File: src/rtl/dec_rf_pkg.sv
// Shared sizes and types for the decode-stage register file and scoreboard.
package dec_rf_pkg;

    localparam int NUM_REGS   = 32;
    localparam int REG_ADDR_W = 5;
    localparam int DATA_W     = 32;
    localparam int PEND_W     = 2;

    typedef logic [REG_ADDR_W-1:0] reg_addr_t;
    typedef logic [DATA_W-1:0]     reg_data_t;
    typedef logic [PEND_W-1:0]     pend_cnt_t;

    // Saturated pending count: no further writes to this register may issue.
    localparam pend_cnt_t PEND_MAX = '1;

endpackage : dec_rf_pkg

File: src/rtl/wrb_dec_pkg.sv
// Writeback-to-decode port packet: one register write per valid cycle.
package wrb_dec_pkg;

    typedef struct packed {
        logic [4:0]  addr;
        logic [31:0] data;
    } wrb_dec_pkt_t;

endpackage : wrb_dec_pkg

File: src/rtl/dec_rf_scoreboard.sv
// Per-register in-flight write tracking and issue hazard evaluation.
// With REGFILE_BYPASS_EN defined, a source whose last pending write retires
// in the current cycle is considered ready (the data is forwarded by the
// register file in the same cycle).
module dec_rf_scoreboard
    import dec_rf_pkg::*;
(
    input  logic      clk,
    input  logic      resetn,
    input  logic      wrb_vld,
    input  reg_addr_t wrb_addr,
    input  reg_addr_t rs_addr,
    input  reg_addr_t rt_addr,
    input  logic      rs_use,
    input  logic      rt_use,
    input  logic      iss_vld,
    input  logic      iss_dst_vld,
    input  reg_addr_t iss_dst_reg,
    output logic      dec_stall,
    output logic      sb_err
);

    pend_cnt_t pend_q [NUM_REGS];
    pend_cnt_t pend_d [NUM_REGS];
    logic      sb_err_q;
    logic      sb_err_d;

    logic      wrb_hit;
    logic      rs_retire;
    logic      rt_retire;
    pend_cnt_t rs_pend_eff;
    pend_cnt_t rt_pend_eff;
    logic      rs_haz;
    logic      rt_haz;
    logic      dst_haz;
    logic      issue_fire;

    // Hazard evaluation against current pending counts.
    always_comb begin
        wrb_hit = wrb_vld && (wrb_addr != '0);
`ifdef REGFILE_BYPASS_EN
        rs_retire = wrb_hit && (wrb_addr == rs_addr) && (pend_q[rs_addr] != '0);
        rt_retire = wrb_hit && (wrb_addr == rt_addr) && (pend_q[rt_addr] != '0);
`else
        rs_retire = 1'b0;
        rt_retire = 1'b0;
`endif
        rs_pend_eff = pend_q[rs_addr] - pend_cnt_t'(rs_retire);
        rt_pend_eff = pend_q[rt_addr] - pend_cnt_t'(rt_retire);
        rs_haz      = rs_use && (rs_addr != '0) && (rs_pend_eff != '0);
        rt_haz      = rt_use && (rt_addr != '0) && (rt_pend_eff != '0);
        // Saturation check uses the raw count: a retiring write does not
        // make room for a new one in the same cycle.
        dst_haz     = iss_dst_vld && (iss_dst_reg != '0) &&
                      (pend_q[iss_dst_reg] == PEND_MAX);
        dec_stall   = resetn && iss_vld && (rs_haz || rt_haz || dst_haz);
        issue_fire  = iss_vld && iss_dst_vld && !dec_stall && (iss_dst_reg != '0);
    end

    // Next pending counts: issue increments, writeback decrements, underflow flags.
    always_comb begin
        sb_err_d = sb_err_q;
        for (int r = 0; r < NUM_REGS; r++) begin
            pend_d[r] = pend_q[r]
                      + pend_cnt_t'(issue_fire && (iss_dst_reg == reg_addr_t'(r)))
                      - pend_cnt_t'(wrb_hit && (wrb_addr == reg_addr_t'(r)) &&
                                    (pend_q[r] != '0));
            if (wrb_hit && (wrb_addr == reg_addr_t'(r)) && (pend_q[r] == '0)) begin
                sb_err_d = 1'b1;
            end
        end
    end

    // Pending counter array and sticky underflow flag.
    always_ff @(posedge clk or negedge resetn) begin
        if (!resetn) begin
            for (int r = 0; r < NUM_REGS; r++) begin
                pend_q[r] <= '0;
            end
            sb_err_q <= 1'b0;
        end else begin
            for (int r = 0; r < NUM_REGS; r++) begin
                pend_q[r] <= pend_d[r];
            end
            sb_err_q <= sb_err_d;
        end
    end

    assign sb_err = sb_err_q;

endmodule : dec_rf_scoreboard

File: src/rtl/dec_regfile.sv
// Decode-stage register file: 32x32 array written by the writeback port,
// two combinational read ports, and the issue scoreboard.
// Optional REGFILE_BYPASS_EN: same-cycle write-through from the writeback
// packet to the read ports, paired with early hazard release in the scoreboard.
module dec_regfile
    import dec_rf_pkg::*;
    import wrb_dec_pkg::*;
(
    input  logic         clk,
    input  logic         resetn,
    input  logic         wrb_dec_vld,
    input  wrb_dec_pkt_t wrb_dec_pkt,
    input  reg_addr_t    rs_addr,
    input  reg_addr_t    rt_addr,
    input  logic         rs_use,
    input  logic         rt_use,
    output reg_data_t    rs_data,
    output reg_data_t    rt_data,
    input  logic         iss_vld,
    input  logic         iss_dst_vld,
    input  reg_addr_t    iss_dst_reg,
    output logic         dec_stall,
    output logic         sb_err
);

    reg_data_t regs_q [NUM_REGS];

    // Architectural register array; register 0 is never written.
    always_ff @(posedge clk or negedge resetn) begin
        if (!resetn) begin
            for (int r = 0; r < NUM_REGS; r++) begin
                regs_q[r] <= '0;
            end
        end else if (wrb_dec_vld && (wrb_dec_pkt.addr != '0)) begin
            regs_q[wrb_dec_pkt.addr] <= wrb_dec_pkt.data;
        end
    end

    // Read ports; optional forwarding of the in-flight writeback.
    always_comb begin
        rs_data = (rs_addr == '0) ? '0 : regs_q[rs_addr];
        rt_data = (rt_addr == '0) ? '0 : regs_q[rt_addr];
`ifdef REGFILE_BYPASS_EN
        if (resetn && wrb_dec_vld && (rs_addr != '0) && (wrb_dec_pkt.addr == rs_addr)) begin
            rs_data = wrb_dec_pkt.data;
        end
        if (resetn && wrb_dec_vld && (rt_addr != '0) && (wrb_dec_pkt.addr == rt_addr)) begin
            rt_data = wrb_dec_pkt.data;
        end
`endif
    end

    dec_rf_scoreboard u_sb (
        .clk         (clk),
        .resetn      (resetn),
        .wrb_vld     (wrb_dec_vld),
        .wrb_addr    (wrb_dec_pkt.addr),
        .rs_addr     (rs_addr),
        .rt_addr     (rt_addr),
        .rs_use      (rs_use),
        .rt_use      (rt_use),
        .iss_vld     (iss_vld),
        .iss_dst_vld (iss_dst_vld),
        .iss_dst_reg (iss_dst_reg),
        .dec_stall   (dec_stall),
        .sb_err      (sb_err)
    );

endmodule : dec_regfile

File: config.mk
export PLATFORM = sky130hd
export DESIGN_NAME = dec_regfile
export DESIGN_NICKNAME = d
export VERILOG_FILES = /design/src/rtl/dec_rf_pkg.sv /design/src/rtl/wrb_dec_pkg.sv /design/src/rtl/dec_rf_scoreboard.sv /design/src/rtl/dec_regfile.sv
export SDC_FILE = /design/constraint.sdc
export NUM_CORES = 2
export LEC_CHECK = 0
export CAP_MARGIN = 0
export CORE_UTILIZATION = 40
export DETAILED_ROUTE_END_ITERATION = 7
export DONT_BUFFER_PORTS = 1
export GPL_TIMING_DRIVEN = 0
export PLACE_DENSITY = 0.56
export SYNTH_ARGS = -nofsm -noshare
export SYNTH_HDL_FRONTEND = slang
export SYNTH_SLANG_ARGS = --single-unit
File: constraint.sdc
create_clock -name clk -period 2.4 [get_ports clk]
set_clock_uncertainty 0.1 [all_clocks]
set_input_delay 0.24 -clock clk [delete_from_list [all_inputs] [get_ports clk]]
set_output_delay 0.24 -clock clk [all_outputs]
set_load 0.01 [all_outputs]
==> results.md <==
* Status: finished, violations left
* Failing checks: negative hold slack, max-capacitance violations, max-slew violations, negative setup slack
* Fill cell count at 12.7k
* Cell accounting for the most synthesized area: dfrtp_1
* Yosys warns at 0
* RSZ-0062 raised after global routing: yes
* Tmin final at 2.92 ns
* Max_cap viols at 1
* DRT Wirelength at 205 mm
* Slew Limit Fails at 39
* RePlAce Congestion at 0.870
* Reg-to-reg startpoint: u_sb.pend_q[48]
* Least-Margin Pin Slew at 1.51 ns
* P per Cell Area at 865 nW/um^2
* Initial Utilization at 0.404
* Die width at 386 um
* Placed Area at 61600 sq um
* Post-synth EDFFs at 0
* Synthesized cell area at 59000 sq um
* HP Class: primary input to async pin
* Clock Path Buffers at 3
* Worst setup SP type: primary input
* Critical path arrival at 2.58 ns
* Reg clk slew, reported paths at 0.05 ns
* Peak Freq at 343 MHz
* Drt first-iter violations at 3613
* Worst R2R End: u_sb.pend_q[25]
* Largest net degree at the start of global routing at 1093
* Storage cell area at 27300 sq um
* CTS Buf Count at 130
* Final Cell Area at 69800 sq um
* Clock Root Buffer: clkbuf_16
* Main area contributors after synthesis: dfrtp_1 46%, mux4_2 25%, mux2_2 19%, clkbuf_1 1.7%, ha_1 1.4%
* CP startpoint: rt_addr[1]
* Ys async rst share at 1.00
* CTS Sinks at 1089
* Final hold slack at -0.908 ns
* Synth Flop Type: dfrtp_1
* Critical path capture point: rt_data[21]
* Die ar. at 149000 sq um
* Pre-antenna DRT Iters at 5
* Sequential-to-total area share from yosys stat at 0.462
* Worst vdd ir at 0.000527 V
* Post-synth top area share at 0.462
* CTS tree: yes
* Register bit count reported by yosys at 1089
* Synth Instances at 3785
* First-pass GRT wire length at 293 mm
* Setup CP Type: primary input to output port
* Critical path endpoint category: output port
* Avg Cell Area, Syn at 15.6 sq um
* Yosys cell types at 51
* Multi-input logic area at 31600 sq um
* Tot Pwr at 60.4 mW
* Worst EP required at 2.06 ns
* PortBufs at 0
* R2R depth at 13
* Htree depth at 4
* Cell Rows at 140
* Layout area overhead at 18.2%
* Setup WS post-layout at -0.517 ns
* Cts hold-fix bufs at 37
* Leak at 29.1 nW
* Drt wl/cell at 33.9 um
* Fin crit share at 1.22
* Worst rel slew slack at -0.00929
* Setup violators final at 209
* Detail Route Antenna Nets at 0
* Fin. Hold Viols at 716
* Nets at 4153
* CP Max Fanout at 10
* Final global-route overflow total at 0
* Via density per instance at 6.25
* Vias in the first global route at 38.6k
* GRT Overall Usage at 0.280
* Share of cells above drive strength 1 at 0.585
* Worst skew pair latency at 0.76 ns
* Core Box Area at 146000 sq um
* DR vias at 37.8k
* DP Wirelength at 135 mm
* R2R Setup Slk at -0.49 ns
* Initial antenna violation count at 6
* DRC Markers at 0
* Die Ht at 386 um
* Ports at 125
worst min path at each step:
stage	from	endpoint	slack, ns	cells past startpoint
detailed placement	resetn	u_sb.pend_q[11]	-0.04	0
global route	resetn	u_sb.pend_q[4]	-0.94	0
CTS	resetn	u_sb.pend_q[45]	-0.86	0
finish	resetn	u_sb.pend_q[15]	-0.91	0
global placement	resetn	u_sb.pend_q[11]	-0.04	0
floorplan	resetn	regs_q[0]	-0.16	0
kinds of logic (layout without fill, tap and decap cells):
family                     after synthesis  after routing  synth area share
adders and majority gates               64             64            0.0136
xor gates and xnor gates                64             64           0.00950
other                                    1              4         0.0000635
buffers and inverters                  508            847            0.0357
and+or+nand+nor                        300            300            0.0241
AOI/OAI and AO/OA                       68             68           0.00738
DFF                                   1089           1089             0.462
muxes                                 1691           1691             0.448
placed cells by master, fill, tap and decap left out, types with 29 or more instances in the layout:
cell type / n
nor2_4: 37
dfrtp_1: 1084
ha_2: 30
xnor2_2: 29
clkbuf_16: 136
inv_1: 95
clkbuf_2: 50
mux4_2: 661
clkbuf_1: 210
clkbuf_8: 30
dlygate4sd3_1: 37
nor4_4: 33
ha_1: 34
buf_2: 31
nand2_1: 49
mux2_2: 992
buf_6: 49
buf_4: 73
xnor2_1: 35
nor2_2: 36
repair_timing:
action                      CTS  global route
pin swaps                    78            69
buffers inserted             35            30
gates cloned                  4             1
setup endpoints to repair   390           413
hold endpoints to repair   2068           739
gates resized for setup     638           168
through the flow:
step	instances	setup slack [ns]	TNS, ns	utilization
after global placement	5703	-2.31	-819.78	0.421
after CTS	6008	-0.594	-79.37	0.472
after detailed placement	5705	-2.13	-750.65	0.421
final	6044	-0.517	-53.08	0.478
after floorplan	3786	-0.0605	-1.91	-
after global routing	6044	-0.612	-56.70	0.478
where the power goes:
| group | leakage [nW] | switching [mW] | internal [mW] | total, mW |
|---|---|---|---|---|
| Clock | 2.11 | 8.21 | 12.1 | 20.3 |
| Sequential | 13.9 | 2.94 | 22.2 | 25.1 |
| Combinational | 13.1 | 6.38 | 8.52 | 14.9 |
| Total | 29.1 | 17.5 | 42.8 | 60.4 |
worst max-delay path, cell delays in order:
cell	delay [ns]
buf_4	0.29
buf_4	0.33
buf_4	0.39
mux4_2	0.39
mux4_2	0.51
mux2i_4	0.32
nor2_4	0.07
cell usage after synthesis, types with 2 or more instances:
cell and number:
a32oi_1 8, xnor2_1 64, buf_4 9, mux2_2 992, a21oi_1 2, nand4b_1 4, buf_1 61, nand2b_1 11
nor2b_1 6, o2111ai_1 2, dfrtp_1 1089, nor3b_1 3, mux4_2 661, a22oi_1 2, ha_1 64, nand3_1 24
o22ai_1 3, nand2_1 81, inv_1 98, nor3_1 18, buf_6 11, nand3b_1 3, nor4_1 31, nor4_2 2
o21ai_0 40, and2_1 2, a211o_1 2, or4_1 2, mux2i_1 38, buf_2 65, clkbuf_1 262, nor2_1 101
or2_2 4, o311ai_0 2, nand4_1 2
state kept, by name, summed over array words and instances (netlist names):
| signal | cells |
|---|---|
| u_sb.pend_q | 64 |
| u_sb.sb_err | 1 |
| regs_q | 1024 |
per-layer routing:
metal  up-vias  part of all wire  global-route usage
li1      15000                 -                   -
met5         -           0.00060                   0
met4         6             0.042               0.103
met2      1522              0.45               0.423
met1     20800              0.43               0.392
met3       395             0.080              0.0705
cell type report:
class / count / share of cell area
multi-input cells: 2189 / 0.453
flip-flops and latches: 1089 / 0.391
clock buffers: 190 / 0.0541
plain buffers: 409 / 0.0371
well taps: 1917 / 0.0344
repair buffers: 112 / 0.0172
clock inverters: 37 / 0.00798
inverters: 99 / 0.00533
diodes: 2 / 0.0000717
(Power assumes the default switching activity.)
